### src/rtl/pdcch_dmrs_symbol_controller.sv
// Expands one CORESET/PDCCH configuration into one DMRS config beat per CORESET symbol,
// each carrying c_init, PN length, DMRS offset, symbol index and frequency bitmap.
module pdcch_dmrs_symbol_controller #(
  parameter int SLOT_W       = 7,
  parameter int NID_W        = 16,
  parameter int RB_W         = 9,
  parameter int BITMAP_W     = 45,
  parameter int MAX_DURATION = 3,
  parameter int PN_W         = RB_W + 4,
  localparam int IN_W        = SLOT_W + 4 + 2 + NID_W + 2 * RB_W + 1 + BITMAP_W,
  localparam int OUT_W       = 31 + 2 * PN_W + 4 + BITMAP_W
) (
  input  logic             clk,
  input  logic             reset,
  input  logic [IN_W-1:0]  s_axis_cont_config_data,
  input  logic             s_axis_cont_config_valid,
  output logic             s_axis_cont_config_ready,
  output logic [OUT_W-1:0] m_axis_cont_config_data,
  output logic             m_axis_cont_config_valid,
  output logic             m_axis_cont_config_last,
  input  logic             m_axis_cont_config_ready,
  output logic             cfg_reject,
  output logic             busy
);

  localparam int OFF_START = SLOT_W;
  localparam int OFF_DUR   = OFF_START + 4;
  localparam int OFF_NID   = OFF_DUR + 2;
  localparam int OFF_SIZE  = OFF_NID + NID_W;
  localparam int OFF_BST   = OFF_SIZE + RB_W;
  localparam int OFF_T0    = OFF_BST + RB_W;
  localparam int OFF_BMP   = OFF_T0 + 1;

  localparam logic [2:0] MAX_DUR_L = 3'(MAX_DURATION);

  typedef enum logic [1:0] {
    ST_IDLE  = 2'd0,
    ST_CHECK = 2'd1,
    ST_CALC  = 2'd2,
    ST_OUT   = 2'd3
  } state_t;

  // Everything is reduced mod 2^31, so the low 31 bits of 2^17*A*B + 2*n_id come out exact.
  function automatic logic [30:0] calc_c_init(input logic [SLOT_W-1:0] ns,
                                              input logic [3:0]        sym,
                                              input logic [NID_W-1:0]  nid);
    logic [30:0] a;
    logic [30:0] b;
    logic [30:0] ab;
    a  = 31'(ns) * 31'd14 + 31'(sym) + 31'd1;
    b  = 31'({nid, 1'b1});
    ab = a * b;
    return (ab << 17) + 31'({nid, 1'b0});
  endfunction

  function automatic logic [PN_W-1:0] calc_pn_len(input logic            t0,
                                                  input logic [RB_W-1:0] size,
                                                  input logic [RB_W-1:0] bst);
    logic [PN_W-1:0] span;
    if (t0) begin
      span = PN_W'(size);
    end else begin
      span = PN_W'(size) + PN_W'(bst);
    end
    return span * PN_W'(6);
  endfunction

  function automatic logic [PN_W-1:0] calc_offset(input logic            t0,
                                                  input logic [RB_W-1:0] bst);
    logic [PN_W-1:0] off;
    if (t0) begin
      off = {PN_W{1'b0}};
    end else begin
      off = PN_W'(bst) * PN_W'(6);
    end
    return off;
  endfunction

  state_t             state_q, state_d;
  logic [IN_W-1:0]    cfg_q, cfg_d;
  logic [1:0]         k_q, k_d;
  logic [OUT_W-1:0]   m_data_q, m_data_d;
  logic               m_valid_q, m_valid_d;
  logic               m_last_q, m_last_d;
  logic               rej_q, rej_d;
  logic               ready_q, ready_d;
  logic               busy_q, busy_d;

  logic [SLOT_W-1:0]   slot_s;
  logic [3:0]          start_s;
  logic [1:0]          dur_s;
  logic [NID_W-1:0]    nid_s;
  logic [RB_W-1:0]     size_s;
  logic [RB_W-1:0]     bst_s;
  logic                t0_s;
  logic [BITMAP_W-1:0] bmp_s;
  logic [3:0]          sym_s;
  logic                bad_s;
  logic                final_s;
  logic [OUT_W-1:0]    beat_s;

  assign slot_s  = cfg_q[0 +: SLOT_W];
  assign start_s = cfg_q[OFF_START +: 4];
  assign dur_s   = cfg_q[OFF_DUR +: 2];
  assign nid_s   = cfg_q[OFF_NID +: NID_W];
  assign size_s  = cfg_q[OFF_SIZE +: RB_W];
  assign bst_s   = cfg_q[OFF_BST +: RB_W];
  assign t0_s    = cfg_q[OFF_T0];
  assign bmp_s   = cfg_q[OFF_BMP +: BITMAP_W];

  assign sym_s   = start_s + {2'b00, k_q};
  assign final_s = (k_q == (dur_s - 2'd1));
  assign bad_s   = (dur_s == 2'd0) ||
                   ({1'b0, dur_s} > MAX_DUR_L) ||
                   ((5'(start_s) + 5'(dur_s)) > 5'd14) ||
                   (size_s == {RB_W{1'b0}});
  assign beat_s  = {bmp_s, sym_s, calc_offset(t0_s, bst_s),
                    calc_pn_len(t0_s, size_s, bst_s), calc_c_init(slot_s, sym_s, nid_s)};

  // Next-state and output-register logic for the IDLE/CHECK/CALC/OUT sequencer.
  always_comb begin
    state_d   = state_q;
    cfg_d     = cfg_q;
    k_d       = k_q;
    m_data_d  = m_data_q;
    m_valid_d = m_valid_q;
    m_last_d  = m_last_q;
    rej_d     = 1'b0;
    case (state_q)
      ST_IDLE: begin
        if (s_axis_cont_config_valid && ready_q) begin
          cfg_d   = s_axis_cont_config_data;
          k_d     = 2'd0;
          state_d = ST_CHECK;
        end else begin
          state_d = ST_IDLE;
        end
      end
      ST_CHECK: begin
        if (bad_s) begin
          rej_d   = 1'b1;
          state_d = ST_IDLE;
        end else begin
          state_d = ST_CALC;
        end
      end
      ST_CALC: begin
        m_data_d  = beat_s;
        m_valid_d = 1'b1;
        m_last_d  = final_s;
        state_d   = ST_OUT;
      end
      ST_OUT: begin
        if (m_axis_cont_config_ready) begin
          m_valid_d = 1'b0;
          m_last_d  = 1'b0;
          if (final_s) begin
            state_d = ST_IDLE;
          end else begin
            k_d     = k_q + 2'd1;
            state_d = ST_CALC;
          end
        end else begin
          state_d = ST_OUT;
        end
      end
      default: begin
        m_valid_d = 1'b0;
        m_last_d  = 1'b0;
        state_d   = ST_IDLE;
      end
    endcase
    ready_d = (state_d == ST_IDLE);
    busy_d  = (state_d != ST_IDLE);
  end

  // State and registered outputs; ready stays low until the first clock after reset release.
  always_ff @(posedge clk or negedge reset) begin
    if (!reset) begin
      state_q   <= ST_IDLE;
      cfg_q     <= {IN_W{1'b0}};
      k_q       <= 2'd0;
      m_data_q  <= {OUT_W{1'b0}};
      m_valid_q <= 1'b0;
      m_last_q  <= 1'b0;
      rej_q     <= 1'b0;
      ready_q   <= 1'b0;
      busy_q    <= 1'b0;
    end else begin
      state_q   <= state_d;
      cfg_q     <= cfg_d;
      k_q       <= k_d;
      m_data_q  <= m_data_d;
      m_valid_q <= m_valid_d;
      m_last_q  <= m_last_d;
      rej_q     <= rej_d;
      ready_q   <= ready_d;
      busy_q    <= busy_d;
    end
  end

  assign s_axis_cont_config_ready = ready_q;
  assign m_axis_cont_config_data  = m_data_q;
  assign m_axis_cont_config_valid = m_valid_q;
  assign m_axis_cont_config_last  = m_last_q;
  assign cfg_reject               = rej_q;
  assign busy                     = busy_q;

endmodule
### config.mk
export PLATFORM = sky130hd
export DESIGN_NAME = pdcch_dmrs_symbol_controller
export DESIGN_NICKNAME = d
export VERILOG_FILES = /design/src/rtl/pdcch_dmrs_symbol_controller.sv
export SDC_FILE = /design/constraint.sdc
export NUM_CORES = 1
export LEC_CHECK = 0
export CAP_MARGIN = 20
export CORE_MARGIN = 3
export CORE_UTILIZATION = 45
export CTS_BUF_LIST = sky130_fd_sc_hd__clkbuf_8
export CTS_CLUSTER_DIAMETER = 100
export CTS_CLUSTER_SIZE = 10
export DETAILED_ROUTE_END_ITERATION = 7
export PLACE_DENSITY_LB_ADDON = 0.05
export SYNTH_ARGS = -nofsm -noshare
export SYNTH_HDL_FRONTEND = slang
export SYNTH_SLANG_ARGS = --single-unit
### constraint.sdc
create_clock -name clk -period 6.9 [get_ports clk]
set_input_delay 1.38 -clock clk [delete_from_list [all_inputs] [get_ports clk]]
set_output_delay 1.38 -clock clk [all_outputs]
set_load 0.05 [all_outputs]
Word-level counts from Yosys, hierarchy flattened
Cells that the tools add are included.

word-level totals
  register bits after elaboration = 207
  logic and storage cells = 58

cells by class
  add/sub/neg operators = 8
  multiply operators = 4
  $lt $le $gt $ge = 1
  equality and inequality tests = 7
  muxes and demuxes = 16
  reductions and logical operators = 13

operators by type and width
  cell                   number
  $add 31x17->31         1
  $mul 13x17->14         1
  $add 12x1->13 const B  1
  $mul 13x2->12 const B  1
  $add 11x4->12          1
  $mux 12                1
  $mux 2                 6
  $mul 9x2->11 const B   1
  $add 9x9->10           1
  $mul 7x3->10 const B   1
  $mux 10                1
  $logic_not 9->1        1
  $pmux 2 s4             1
  $logic_not 2->1        3
  $ne 2x2->1 const B     3
  $reduce_bool 2->1      3
  $add 4x2->5            1
  $gt 5x4->1 const B     1
  $add 4x2->4            1
  $eq 2x2->1 const B     2
  $mux 1                 4
  $pmux 1 s2             2
  $pmux 2 s2             1
  $reduce_and 2->1       2
  7 further kinds        8

Logic depth before layout (Yosys ltp)
Gate-level depths: netlist of run 1.

  word-level depth = 7
  depth in mapped cells = 29

Least setup slack after synthesis of run 1
OpenSTA, ideal clock, no wires.

  path type = flip-flop to flip-flop
  start point = register cfg_q[0]
  end point = register m_data_q[30], in the netlist m_axis_cont_config_data[30]
  arrival time = 7.135 ns
  setup slack = -0.364 ns
  cell stages (with the launch flop) = 27
  path buffers = 0
  clock period less this slack = 7.264 ns
  cells stage by stage = dfrtp_1 fa_1 ha_1 inv_1 fa_1 nand2b_2 a21oi_4 xnor2_4 or3b_1 xor2_1 nand2_1 fa_1 fa_1 fa_1 inv_1 fa_1 inv_1 fa_1 xnor2_1 xnor2_1 xnor2_1 xnor2_1 xnor3_2 xnor3_1 xnor2_1 xnor2_1 o21ai_1

on the way
  word-level cells in the longest chain between the ends = 5

RTL lines
  item                    RTL line  source
  from (decl)             80        logic [IN_W-1:0] cfg_q, cfg_d;
  from (signal assigned)  181       cfg_q <= {IN_W{1'b0}};
  from (signal assigned)  191       cfg_q <= cfg_d;
  $mul 7x3->10            50        a = 31'(ns) * 31'd14 + 31'(sym) + 31'd1;
  $add 11x4->12           50
  $add 12x1->13           50
  $mul 13x17->14          52        ab = a * b;
  $add 31x17->31          53        return (ab << 17) + 31'({nid, 1'b0});
  to (signal assigned)    183       m_data_q <= {OUT_W{1'b0}};
  to (signal assigned)    193       m_data_q <= m_data_d;
  to (decl)               82        logic [OUT_W-1:0] m_data_q, m_data_d;

No other way between the ends.
A chain may end at the register's enable or synchronous reset.

Final worst setup path of run 1
  start point = register cfg_q[2]
  end point = register m_data_q[30], in the netlist m_axis_cont_config_data[30]

The elaborated chain is that of the path after synthesis.

==> results of run 1 <==
[registers in the layout (all words and copies together), names as in the netlist]
signal / flops
s_axis_cont_config_ready: 1
k_q: 2
m_axis_cont_config_data: 102
m_axis_cont_config_last: 1
m_axis_cont_config_valid: 1
cfg_reject: 1
cfg_q: 93
busy: 1
state_q: 2
[stage by stage]
step           utilization (%)  std cells
4_1_cts                   57.0       1631
3_3_place_gp              55.6       1603
5_1_grt                   57.1       1632
2_1_floorplan                -       1070
6_report                  57.1       1632
3_5_place_dp              55.6       1603
[path summary, 6_finish.rpt]
| check | startpoint | to | slack (ns) | depth (start not counted) |
|---|---|---|---|---|
| setup / recovery | cfg_q[2]$_DFFE_PN0P_ | m_axis_cont_config_data[30]$_DFFE_PN0P_ | -0.05 | 24 |
| hold / removal | m_axis_cont_config_data[36]$_DFFE_PN0P_ | m_axis_cont_config_data[36]$_DFFE_PN0P_ | 0.48 | 2 |
| setup reg to reg | cfg_q[2]$_DFFE_PN0P_ | m_axis_cont_config_data[30]$_DFFE_PN0P_ | -0.05 | 24 |
| hold reg to reg | m_axis_cont_config_data[36]$_DFFE_PN0P_ | m_axis_cont_config_data[36]$_DFFE_PN0P_ | 0.48 | 2 |
| max in group asynchronous | reset | cfg_q[2]$_DFFE_PN0P_ | 4.65 | 2 |
| min in group asynchronous | reset | m_axis_cont_config_data[42]$_DFFE_PN0P_ | 0.79 | 1 |
[repair_timing]
| action | 4_1_cts | 5_1_grt |
|---|---|---|
| hold buffers | 0 | 0 |
| pin swaps | 9 | 5 |
| gates resized for setup | 1 | 8 |
| endpoints found under the setup margin | 1 | 2 |
| setup buffers | 1 | 1 |
[area by class of cell]
cell class	instances	area, µm²	area share (%)
clock buffer	24	330	2.15
clock inverter	3	27.5	0.179
inverter	119	447	2.90
multi-input combinational	705	6770	44.0
tap	341	427	2.77
timing repair buffer	236	2290	14.9
sequential	204	5110	33.2
[kinds of logic (layout without fill, tap and decap cells)]
kind of cell / after synthesis / in the layout / share of synthesized area [%]
buffers and inverters: 161 / 382 / 5.03
other: 1 / 4 / 0.0303
AND/OR/NAND/NOR: 191 / 191 / 7.27
flip-flops: 204 / 204 / 41.3
XOR/XNOR: 63 / 63 / 5.12
multiplexers: 160 / 160 / 14.6
adder cells (fa/ha/maj): 153 / 153 / 19.8
AO/OA/AOI/OAI: 134 / 134 / 6.93
[metal layers]
layer | routed length, µm | GRT usage (%)
met5 | 34 | 0
met4 | 618 | 4.20
met3 | 2520 | 7.17
met2 | 11900 | 29.2
met1 | 12100 | 26.1
[layout by cell type, fill, tap and decap left out, drive strengths merged, types with 3 or more instances in the layout]
cell             n
xnor2           43
buf             34
a211oi           4
nor2            19
inv            119
ha              82
nor3             7
o21bai          12
a21o            15
o21a             3
dfrtp          204
a22o             7
conb             4
a31oi            4
nor2b           16
mux2           159
fa              71
and2            15
nand2          113
o21ai           47
a211o            3
nand2b           7
xor2            18
a21oi           32
clkdlybuf4s50  202
clkbuf          24
[critical path: stages, from the launching register on]
cell and delay, ns:
dfrtp_2 0.45, fa_1 0.56, ha_1 0.23, a211o_1 0.28, a211o_1 0.33, a221o_2 0.43, nor4_4 0.19, xnor2_2 0.17
nand2_1 0.10, fa_1 0.50, fa_1 0.53, fa_1 0.54, inv_1 0.05, fa_1 0.53, inv_1 0.05, fa_2 0.35
xnor2_2 0.17, xnor2_1 0.14, xnor2_1 0.16, xnor2_1 0.17, xnor3_2 0.28, xnor3_1 0.23, xnor2_2 0.15, xnor2_1 0.14
o21ai_1 0.07
==> metrics, run 1 <==
WP data required 7.30 ns; count leader, synth dfrtp_1; CP arrival 7.35 ns; Slew Viols, Final 0; CTS tree yes; Tmin final 6.95 ns; Synth top cells by count 204 x dfrtp_1, 159 x mux2_2, 118 x inv_1; Worst setup EP type flop; RSZ-0062 raised after global routing yes; DR WL/cell 16.7 µm; Final Skew 0.0428 ns; Placeable Area 27000 µm²; Area contributors post-synth dfrtp_1 41%, mux2_2 14%, fa_1 11%, ha_1 8.3%, inv_1 3.6%; io pins 208; Final Net Count 1540; Post-synth EDFFs 0; hold_ws 0.479 ns; largest net degree at the start of global routing 88; Post-Syn Area 12400 µm²; TritonCTS Sinks 204; starting density of the core 45.9%; #FFs+latches synth 204; Area Overhead vs Synth 24.5%; Synth top area share 41.3%; final worst path period share 101%; share of layout cells above drive strength 1 20.0%; # diodes 0; Num CTS Buffers 24; All-Layer GR Usage 19.0%; Yosys top cell by area dfrtp_1; CTS HTree Levels 1; Total Wirelength 27.3 mm; fin area 15400 µm²; setup_tns -0.0541 ns; Cell Area, Placed 15000 µm²; Die ar. 29500 µm²; total number of vias 8170; Max-Cap Viols 0; Final Hold Viols 0; initial antenna violation count 3; Post-Place Setup Slack -0.153 ns; TritonRoute pass-1 iters 4; worst-skew pair later-pin latency 0.57 ns; synth unique cells 61; Slew headroom 28.1%; # rows 60; CP Max Fanout 4; sequential area share after synthesis 41.3%; syn_area_per_cell 11.6 µm²; DR vias/cell 5.01; vias in the first global route 8639; Clock transition at path regs 0.08 ns; Chip Width 172 µm; post-synthesis instance total 1067; Antenna Nets Post-Route 0; CTS root buf clkbuf_8; maximum clock path buffer count 3; RePlAce Congestion 0.807; IO buf count 203; synth warn 0; top_reg_cell synth dfrtp_1; post-DP HPWL 20.3 mm; # setup viols final 1; die height 172 µm; grt total ovfl 0; DRC viols 0; fmax 0.144 GHz; Worst Setup Path Type reg2reg; Filler cells 2305; violations in the final reports setup timing; ys async rst share 100%; Slew @ Worst Pin 1.08 ns; status finished with violations; global-route wire length before repair 44.9 mm; CP startpoint kind flop; worst hold path class reg2reg; final setup margin -0.0541 ns; First DRT Iteration DRCs 294
Power of run 1 is not shown: default switching activity piles up to over one toggle a cycle in this logic, so the estimate is an artifact.
==> inputs of run 2 (changes only) <==
--- a/config.mk
+++ b/config.mk
@@ -5,6 +5,7 @@
 export SDC_FILE = /design/constraint.sdc
 export NUM_CORES = 1
 export LEC_CHECK = 0
+export ABC_AREA = 1
 export CAP_MARGIN = 20
 export CORE_MARGIN = 3
 export CORE_UTILIZATION = 45
@@ -13,6 +14,7 @@
 export CTS_CLUSTER_SIZE = 10
 export DETAILED_ROUTE_END_ITERATION = 7
 export PLACE_DENSITY_LB_ADDON = 0.05
+export SKIP_CTS_REPAIR_TIMING = 1
 export SYNTH_ARGS = -nofsm -noshare
 export SYNTH_HDL_FRONTEND = slang
 export SYNTH_SLANG_ARGS = --single-unit
==> run 2 against run 1 <==
  * The flow now finishes without violations
  * Non-clock buffer count fell by 3
  * Fmax rose by 5.3%
  * Synthesized area rose by 1.9%
  * Critical path type unchanged
  * Critical endpoint unchanged
  * Register-to-register slack improved by 0.35 ns
==> metrics, run 2 <==
Synth top cells by count 595 x nand2_1, 216 x inv_1, 204 x dfrtp_1 (was 204 x dfrtp_1, 159 x mux2_2, 118 x inv_1); Hold Crit Depth 2 (unchanged); CTS HTree Levels 1 (unchanged); Hold Path Origin cfg_q[82]$_DFFE_PN0P_ (was m_axis_cont_config_data[36]$_DFFE_PN0P_); # rows 60 (unchanged); io pins 208 (unchanged); initial antenna violation count 0 (was 3); crit path launch cfg_q[1]$_DFFE_PN0P_ (was cfg_q[2]$_DFFE_PN0P_); most frequent cells in the layout 582 x nand2_1, 205 x inv_1, 202 x clkdlybuf4s50_1, 200 x dfrtp_1, 99 x o21ai_0 (was 203 x dfrtp_1, 202 x clkdlybuf4s50_1, 159 x mux2_2, 119 x inv_1, 109 x nand2_1); synth warn 0 (unchanged); CTS root buf clkbuf_8 (unchanged); Worst setup EP type flop (unchanged); Slew headroom 40.2% (was 28.1%); Synth top area share 40.5% (was 41.3%); Antenna Nets Post-Route 0 (unchanged); All-Layer GR Usage 21.5% (was 19.0%); worst-skew pair later-pin latency 0.58 ns (was 0.57 ns); Max-Cap Viols 0 (unchanged); Clock transition at path regs 0.09 ns (was 0.08 ns); die height 173 µm (was 172 µm); Post-Place Setup Slack 0.0465 ns (was -0.153 ns); CTS tree yes (unchanged); First DRT Iteration DRCs 535 (was 294); TritonCTS Sinks 204 (unchanged); Slew @ Worst Pin 0.897 ns (was 1.08 ns); worst r2r src cfg_q[1]$_DFFE_PN0P_ (was cfg_q[2]$_DFFE_PN0P_); DRC viols 0 (unchanged); worst hold path class reg2reg (unchanged); Filler cells 2533 (was 2305); routed metal-1 wirelength 14.4 mm (was 12.1 mm); commonest non-fill, non-tap cell in the layout nand2_1 (was dfrtp_1); sequential area share after synthesis 40.5% (was 41.3%); Area Overhead vs Synth 24.8% (was 24.5%); total number of vias 10.3k (was 8170); # diodes 0 (unchanged); FF-to-FF End m_axis_cont_config_data[30]$_DFFE_PN0P_ (unchanged); Placeable Area 27300 µm² (was 27000 µm²); Final Net Count 2017 (was 1540); Slew Viols, Final 0 (unchanged); metal3 WL 1.91 mm (was 2.52 mm); r2r setup slk 0.29 ns (was -0.05 ns); met2 routed WL 15.3 mm (was 11.9 mm); slowest stage cell, crit path fa_1 (unchanged); DR WL/cell 15.1 µm (was 16.7 µm); Post-synth EDFFs 0 (unchanged); grt total ovfl 0 (unchanged); Tmin final 6.61 ns (was 6.95 ns); cell mode on critical path nand2_1 (was fa_1); post-DP HPWL 23.4 mm (was 20.3 mm); final worst path period share 95.7% (was 101%); Chip Width 173 µm (was 172 µm); Die ar. 30000 µm² (was 29500 µm²); r2r worst-path depth 34 (was 24); Final Hold Viols 0 (unchanged); CP startpoint kind flop (unchanged); CP arrival 7.07 ns (was 7.35 ns); Total Wirelength 32.2 mm (was 27.3 mm); TritonRoute pass-1 iters 5 (was 4); Worst Setup Path Type reg2reg (unchanged); DR vias/cell 4.81 (was 5.01); Final Skew 0.0218 ns (was 0.0428 ns); #FFs+latches synth 204 (unchanged); vias in the first global route 10.4k (was 8639); Multi-input gate area 6690 µm² (was 6770 µm²); Finished Layout Cells 2139 (was 1632); Yosys top cell by area dfrtp_1 (unchanged); post-synthesis instance total 1559 (was 1067); Area contributors post-synth dfrtp_1 41%, nand2_1 18%, fa_1 11%, ha_1 8.1%, inv_1 6.4% (was dfrtp_1 41%, mux2_2 14%, fa_1 11%, ha_1 8.3%, inv_1 3.6%); IO buf count 203 (unchanged); ys async rst share 100% (unchanged); global-route wire length before repair 53.0 mm (was 44.9 mm); max incr delay on CP 0.57 ns (was 0.56 ns); Num CTS Buffers 24 (unchanged); maximum clock path buffer count 3 (unchanged); syn_area_per_cell 8.08 µm² (was 11.6 µm²); share of layout cells above drive strength 1 6.96% (was 20.0%); fmax 0.151 GHz (was 0.144 GHz); synth unique cells 40 (was 61); Largest register FFs 102 (unchanged); # setup viols final 0 (was 1); Endpoint, Worst Hold m_axis_cont_config_data[95]$_DFFE_PN0P_ (was m_axis_cont_config_data[36]$_DFFE_PN0P_); status complete, no violations (was finished with violations); count leader, synth nand2_1 (was dfrtp_1); final setup margin 0.294 ns (was -0.0541 ns); Reg area 5110 µm² (about the same); WP data required 7.36 ns (was 7.30 ns); top_reg_cell synth dfrtp_1 (unchanged); RePlAce Congestion 0.917 (was 0.807); DR top layer met4 (was met5); post-placement cell count 2099 (was 1603); starting density of the core 46.2% (was 45.9%); Post-Syn Area 12600 µm² (was 12400 µm²); largest net degree at the start of global routing 135 (was 88); CP Max Fanout 4 (unchanged)
run 2: worst max-delay path, delay by kind of cell, from the launching register on:
| family | cells | cell delay [ns] |
|---|---|---|
| AOI/OAI and AO/OA | 1 | 0.13 |
| DFF | 1 | 0.44 |
| and+or+nand+nor | 16 | 1.39 |
| adders and majority gates | 9 | 4.01 |
| buffers and inverters | 8 | 0.53 |
run 2: cells by family (layout without fill, tap and decap cells):
| logic type | after synthesis | count (layout) | share of synthesized area [%] |
|---|---|---|---|
| xor gates and xnor gates | 18 | 18 | 1.54 |
| adders and majority gates | 153 | 153 | 19.4 |
| DFF | 204 | 204 | 40.5 |
| buffers and inverters | 274 | 479 | 8.29 |
| other | 1 | 4 | 0.0298 |
| and+or+nand+nor | 751 | 751 | 23.4 |
| AOI/OAI and AO/OA | 158 | 158 | 6.78 |
run 2: per-layer routing:
| layer | vias to the layer above | track usage, % |
|---|---|---|
| li1 | 5184 | - |
| met1 | 4854 | 28.5 |
| met2 | 205 | 36.2 |
| met3 | 36 | 4.91 |
| met4 | 0 | 4.56 |
| met5 | - | 0 |
run 2: final cells by class:
type,instances,share of cell area [%]
multi-input cells,1084,42.5
flip-flops and latches,204,32.5
repair buffers,233,14.5
inverters,220,5.28
well taps,372,2.96
clock buffers,24,2.10
clock inverters,2,0.159
run 2: worst max-delay path by stage:
stage	to	slack (ns)	depth (start not counted)
finish	m_axis_cont_config_data[30]$_DFFE_PN0P_	0.29	34
global route	m_axis_cont_config_data[30]$_DFFE_PN0P_	-0.04	31
global placement	m_axis_cont_config_data[30]$_DFFE_PN0P_	0.19	31
detailed placement	m_axis_cont_config_data[30]$_DFFE_PN0P_	0.05	33
floorplan	m_axis_cont_config_data[30]$_DFFE_PN0P_	0.25	31
CTS	m_axis_cont_config_data[30]$_DFFE_PN0P_	0.03	33
run 2: through the flow:
stage | hold WS, ns | util, % | instance area [µm²] | setup TNS (ns)
finish | 0.468 | 57.7 | 15700 | 0
global route | 0.493 | 57.7 | 15700 | -0.0447
CTS | 0.470 | 56.5 | 15400 | 0
detailed placement | 0.458 | 55.2 | 15000 | 0
global placement | 0.453 | 55.2 | 15000 | 0
floorplan | 0.449 | - | 12600 | 0
Power of run 2 is left out for the same reason.
